$ cat config.mk
export PLATFORM = sky130hd
export DESIGN_NAME = mem_arbiter
export DESIGN_NICKNAME = d
export VERILOG_FILES = /design/src/rtl/mem_arbiter.sv
export SDC_FILE = /design/constraint.sdc
export NUM_CORES = 1
export LEC_CHECK = 0
export BUFFER_PORTS_ARGS = -buffer_cell sky130_fd_sc_hd__buf_2
export CAP_MARGIN = 20
export CORE_ASPECT_RATIO = 1.2
export CORE_MARGIN = 10
export CORE_UTILIZATION = 46
export CTS_CLUSTER_DIAMETER = 120
export DETAILED_ROUTE_END_ITERATION = 8
export GPL_ROUTABILITY_DRIVEN = 0
export GPL_TIMING_DRIVEN = 0
export PLACE_DENSITY = 0.8
export SYNTH_ARGS = -nofsm -noshare
export SYNTH_HDL_FRONTEND = slang
export SYNTH_SLANG_ARGS = --single-unit
$ cat constraint.sdc
create_clock -name clk -period 5.2 [get_ports clk]
set_input_delay 0 -clock clk [delete_from_list [all_inputs] [get_ports clk]]
set_output_delay 0 -clock clk [all_outputs]
set_load 0.01 [all_outputs]
$ cat src/rtl/mem_arbiter.sv
// Arbitrates one single-port, fixed-latency memory between instruction fetch and load/store.
// Build option MEM_ARB_RR_EN: round-robin under contention (default: data port always wins).
module mem_arbiter #(
  parameter int ADDR_W  = 32,
  parameter int DATA_W  = 32,
  parameter int MEM_LAT = 2
) (
  input  logic                clk,
  input  logic                rst,
  input  logic                if_req,
  input  logic [ADDR_W-1:0]   if_addr,
  output logic [DATA_W-1:0]   if_rdata,
  output logic                if_valid,
  output logic                if_stall,
  input  logic                d_req,
  input  logic                d_we,
  input  logic [DATA_W/8-1:0] d_be,
  input  logic [ADDR_W-1:0]   d_addr,
  input  logic [DATA_W-1:0]   d_wdata,
  output logic [DATA_W-1:0]   d_rdata,
  output logic                d_valid,
  output logic                d_stall,
  output logic                mem_en,
  output logic                mem_we,
  output logic [DATA_W/8-1:0] mem_be,
  output logic [ADDR_W-1:0]   mem_addr,
  output logic [DATA_W-1:0]   mem_wdata,
  input  logic [DATA_W-1:0]   mem_rdata
);
  localparam int BE_W  = DATA_W / 8;
  localparam int CNT_W = (MEM_LAT > 1) ? $clog2(MEM_LAT) : 1;

  typedef enum logic [1:0] {IDLE, ISSUE, WAIT, RESP} state_t;

  state_t              state_reg, state_next;
  logic [CNT_W-1:0]    cnt_reg, cnt_next;
  logic                grant_d_reg;  // 1 = data port owns the transaction in flight
  logic                we_reg;
  logic [BE_W-1:0]     be_reg;
  logic [ADDR_W-1:0]   addr_reg;
  logic [DATA_W-1:0]   wdata_reg;
  logic [DATA_W-1:0]   if_rdata_reg;
  logic [DATA_W-1:0]   d_rdata_reg;
  logic                pick_d;
  logic                latch;
  logic                capture;

`ifdef MEM_ARB_RR_EN
  logic last_d_reg;

  // Under contention the port that did not win last time gets the grant.
  assign pick_d = d_req & (~if_req | ~last_d_reg);

  always_ff @(posedge clk or posedge rst) begin
    if (rst) begin
      last_d_reg <= 1'b0;
    end else if (latch) begin
      last_d_reg <= pick_d;
    end
  end
`else
  assign pick_d = d_req;
`endif

  always_comb begin
    state_next = state_reg;
    cnt_next   = cnt_reg;
    latch      = 1'b0;
    capture    = 1'b0;
    case (state_reg)
      IDLE: begin
        if (if_req | d_req) begin
          latch      = 1'b1;
          state_next = ISSUE;
        end
      end
      ISSUE: begin
        if (we_reg) begin
          state_next = RESP;
        end else begin
          cnt_next   = CNT_W'(MEM_LAT - 1);
          state_next = WAIT;
        end
      end
      WAIT: begin
        if (cnt_reg == '0) begin
          capture    = 1'b1;
          state_next = RESP;
        end else begin
          cnt_next = cnt_reg - CNT_W'(1);
        end
      end
      RESP:    state_next = IDLE;
      default: state_next = IDLE;
    endcase
  end

  always_ff @(posedge clk or posedge rst) begin
    if (rst) begin
      state_reg    <= IDLE;
      cnt_reg      <= '0;
      grant_d_reg  <= 1'b0;
      we_reg       <= 1'b0;
      be_reg       <= '0;
      addr_reg     <= '0;
      wdata_reg    <= '0;
      if_rdata_reg <= '0;
      d_rdata_reg  <= '0;
    end else begin
      state_reg <= state_next;
      cnt_reg   <= cnt_next;
      if (latch) begin
        grant_d_reg <= pick_d;
        we_reg      <= pick_d & d_we;
        be_reg      <= (pick_d & d_we) ? d_be : '1;
        addr_reg    <= pick_d ? d_addr : if_addr;
        wdata_reg   <= pick_d ? d_wdata : '0;
      end
      if (capture) begin
        if (grant_d_reg) begin
          d_rdata_reg <= mem_rdata;
        end else begin
          if_rdata_reg <= mem_rdata;
        end
      end
    end
  end

  assign mem_en    = (state_reg == ISSUE);
  assign mem_we    = mem_en & we_reg;
  assign mem_be    = be_reg;
  assign mem_addr  = addr_reg;
  assign mem_wdata = wdata_reg;

  assign if_valid = (state_reg == RESP) & ~grant_d_reg;
  assign d_valid  = (state_reg == RESP) &  grant_d_reg;
  assign if_rdata = if_rdata_reg;
  assign d_rdata  = d_rdata_reg;
  assign if_stall = if_req & ~if_valid;
  assign d_stall  = d_req & ~d_valid;

endmodule

Yosys cells after proc, flatten, opt, wreduce, memory -nomap -nowiden:

Index checks and enable logic that the tools add are counted.

* flip-flop bits (word level): 137
* word-level logic and storage cells: 46

* $add $sub $neg: 1
* equal/unequal tests: 6
* mux-type cells: 14
* bitwise operators: 10
* reductions and logical operators: 6

Operators with widths (number)
* 2-to-1 mux 32 bit: 2
* case mux 2 bit (4 select lines): 1
* AND reduction 2 bit: 4
* 2-to-1 mux 1 bit: 7
* bitwise AND 1 bit: 6
* != test 2 bit (second input constant): 3
* equality test 2 bit (second input constant): 2
* 2-to-1 mux 2 bit: 2
* 2-to-1 mux 4 bit: 1
* inverter 1 bit: 3
* equality test 2 x 1 -> 1 bit (second input constant): 1
* zero test 2 bit: 1
* case mux 1 bit (2 select lines): 1
* nonzero test 2 bit: 1
* OR 1 bit: 1
* subtractor 1 bit (second input constant): 1

Depth between registers and ports, before layout:

* depth in word-level cells: 4
* depth in mapped cells: 7
* gate-level depth less buffers: 5

Worst setup path after synthesis:

No wires, ideal clock.

* path type: reg2reg
* from: register state_reg[0]
* to: register d_rdata_reg[0] (netlist: d_rdata[0])
* setup time: 0.125 ns
* arrival: 1.690 ns
* path slack: 3.385 ns
* stages on the path, launching flop included: 8
* path buffers: 2
* cells stage by stage: dfrtp_1 -> inv_1 -> ha_1 -> inv_1 -> or3_1 -> buf_2 -> buf_6 -> mux2_4

* cells in the longest elaborated chain, start to end: 3

RTL lines
* from (decl): line 35 `state_t state_reg, state_next;`
* from (signal assigned): line 110 `state_reg <= state_next;`
* equality test 2 bit: line 70 `case (state_reg)`
* 2-to-1 mux 1 bit: line 70
* AND reduction 2 bit (no source line)
* to (signal assigned): line 121 `d_rdata_reg <= mem_rdata;`
* to (decl): line 43 `logic [DATA_W-1:0] d_rdata_reg;`

No other way between the ends.
A chain may end at the register's enable or synchronous reset.

Final worst setup path:

* from: register state_reg[0]
* to: register if_rdata_reg[23] (netlist: if_rdata[23])

* cells in the longest elaborated chain, start to end: 3

RTL lines
* equality test 2 bit: line 70
* 2-to-1 mux 1 bit: line 70
* AND reduction 2 bit (no source line)
* to (signal assigned): line 123 `if_rdata_reg <= mem_rdata;`
* to (decl): line 42 `logic [DATA_W-1:0] if_rdata_reg;`

No other way between the ends.

==> out/metrics.yaml <==
sta:
  finalCritPeriodShare_pct: 40.0
  fin_skew_ns: 0.00996
  finalHoldViolCount: 0
  max_freq_mhz: 480
  fin_crit_ns: 2.08
  slew_headroom_pct: 49.6
  drv_slew: 0
  setup_tns_ns: 0
  max_slew.worst_pin.slew_ns: 0.756
  timing.final.ws_setup_ns: 3.12
  rsz0062_at_grt: "no"
  finalSetupViolCount: 0
  hold_ws_ns: 0.138
yosys:
  synth-main-ff-cell: "dfrtp_1"
  yosysSeqAreaShare_pct: 60.5
  async_flop_share_pct: 100
  avgSynthCellArea_sq_um: 12.3
  yosys-top-cells-area: "dfrtp_1 60%, mux2_4 7.9%, nand2_1 6.6%"
  ys_ff_latch: 137
  yosys.area.top_type: "dfrtp_1"
  syn_inst: 460
  synth.distinct_cells: 26
  syn_area_sq_um: 5670
  yosysWarnings: 0
  synth_top_area_share_pct: 60.5
  synth-edff-count: 0
  synth_nets: 602
grt:
  grt_max_degree: 89
  grt_pass1_vias: 6126
  track_usage_pct: 25.0
  grt_first_pass_wirelength_microns: 33600
  grt_antenna_before_repair: 3
  overflow: 0
hold_path:
  holdPathStages: 4
  holdCritPathClass: "in2reg"
  min_from: "if_req"
  hold_end: "state_reg[0]$_DFFE_PP0P_"
worst_setup_path:
  reg2reg_from: "state_reg[0]$_DFFE_PP0P_"
  path_cells: "inv_1 -> ha_1 -> inv_1 -> nor3_2 -> buf_2 -> mux2_2"
  rrSetupSlack_ns: 3.12
  cp.required_ns: 5.48
  timing.critical_path.mode_cell: "inv_1"
  slowest_stage: "dfrtp_1"
  rr_worst_depth: 6
  crit_type: "reg2reg"
  cp.arrival_ns: 2.37
  r2r_end: "if_rdata[23]$_DFFE_PP0P_"
  crit_fanout: 10
  crit_family: "buffers and inverters"
  start_kind: "flop"
  worstSetupEndpointType: "flop"
  crit_path_max_incr_delay_ns: 0.42
  crit_buf_inv: 3
placement:
  port_buffers: 273
  dp_slack_ns: 3.15
  dp.final_hpwl_microns: 13600
cts:
  cts_htree_levels: 4
  numClockSinks: 137
  cts_tree: "built"
  cts_buffers: 17
  clockBufferDepth: 2
  clk_pin_slew_ns: 0.06
  cts_setup_buffers: 0
  cts-resized-gates: 0
  root_buffer: "clkbuf_16"
  ctsHoldBuffers: 133
  clock_latency_ns: 0.41
drt:
  via_per_inst: 5.13
  vias: 5449
  ant_nets: 0
  drt_iter0_drc: 370
  wl_per_cell_microns: 20.6
  first_pass_iters: 8
  drc: 0
  wirelength_microns: 21900
final_layout:
  syn_to_final_growth_pct: 62.4
  finish.net_count: 1028
  final_util_pct: 76.0
  drive_gt1_share_pct: 42.8
die:
  io_pins: 275
  coreArea_sq_um: 12100
  dieArea_sq_um: 17200
  start_util_pct: 46.8
  rows: 44
  die_x_microns: 121
  die_h_microns: 142
pwr:
  power_density_nw_per_um2: 570
  power_leakage_nw: 4.83
  vdd_ir_drop_max_v: 0.000270
  p_total_mw: 5.25
outcome:
  status: "finished, final reports clean"
job:
  drv_cap: 0
placed cells by master, fill, tap and decap left out, types with 5 or more instances in the layout:
master	Yosys	layout
buf_2	10	283
dfrtp_1	137	137
dlygate4sd3_1	0	133
nand2_1	100	100
o21ai_0	34	34
mux2_2	33	33
nand3_1	33	33
mux2i_1	32	32
mux2_4	30	30
clkbuf_16	0	17
clkbuf_1	16	16
ha_1	5	5
kinds of logic after synthesis:
group / count (synthesis) / synth area share (%)
simple gates: 144 / 10.7
flops: 137 / 60.5
mux: 97 / 20.5
compound gates: 43 / 4.30
buf+inv: 34 / 2.87
fa+ha+maj: 5 / 1.10
synthesized netlist by cell type, types with 2 or more instances:
master	instances
and2_1	2
buf_2	10
buf_6	3
clkbuf_1	16
dfrtp_1	137
ha_1	5
inv_1	4
mux2_1	2
mux2_2	33
mux2_4	30
mux2i_1	32
nand2_1	100
nand3_1	33
nor2_1	2
nor2b_1	4
o21ai_0	34
o22a_1	4
worst max path at each step:
stage,to,slack (ns),from,cells past startpoint
6_report,if_rdata[23]$_DFFE_PP0P_,3.12,state_reg[0]$_DFFE_PP0P_,6
5_1_grt,mem_wdata[13]$_DFFE_PP0P_,2.95,state_reg[0]$_DFFE_PP0P_,7
4_1_cts,if_rdata[11]$_DFFE_PP0P_,3.14,state_reg[0]$_DFFE_PP0P_,6
3_5_place_dp,if_rdata[13]$_DFFE_PP0P_,3.15,state_reg[0]$_DFFE_PP0P_,6
3_3_place_gp,mem_addr[24]$_DFFE_PP0P_,0.29,rst,2
2_1_floorplan,cnt_reg$_DFFE_PP0P_,1.53,rst,1
worst register-to-register path, cell delays in order, from the launching register on:
cell	delay (ns)
dfrtp_1	0.42
inv_1	0.15
ha_1	0.23
inv_1	0.10
nor3_2	0.34
buf_2	0.34
mux2_2	0.39
area by class of cell:
cell class	count	area [sq um]
Sequential cell	137	3430
Fill cell	784	2910
Timing Repair Buffer	407	2730
Multi-Input combinational cell	289	2080
Clock buffer	17	425
Tap cell	161	201
Clock inverter	14	173
Buffer	29	144
Inverter	5	23.8
Antenna cell	3	7.51
routing by layer:
layer  routed length, microns  share of wire [%]  track usage (%)
met1                     7800                 36             25.8
met2                    11500                 53             44.6
met3                     1840                8.4             8.10
met4                      682                3.1             11.7
met5                        0                  0                0
stage by stage:
step	std cells	cell area (sq um)
after floorplan	460	5670
after global placement	894	7240
after detailed placement	895	7270
after CTS	1059	9200
after global routing	1062	9210
final	1062	9210
where the power goes:
group | internal (mW) | leakage (nW) | total [mW] | switching [mW]
clock | 0.755 | 0.290 | 1.22 | 0.466
sequential | 1.58 | 1.66 | 1.91 | 0.325
combinational | 0.987 | 2.88 | 2.12 | 1.13
No activity file was read; power rests on OpenSTA's default activity.
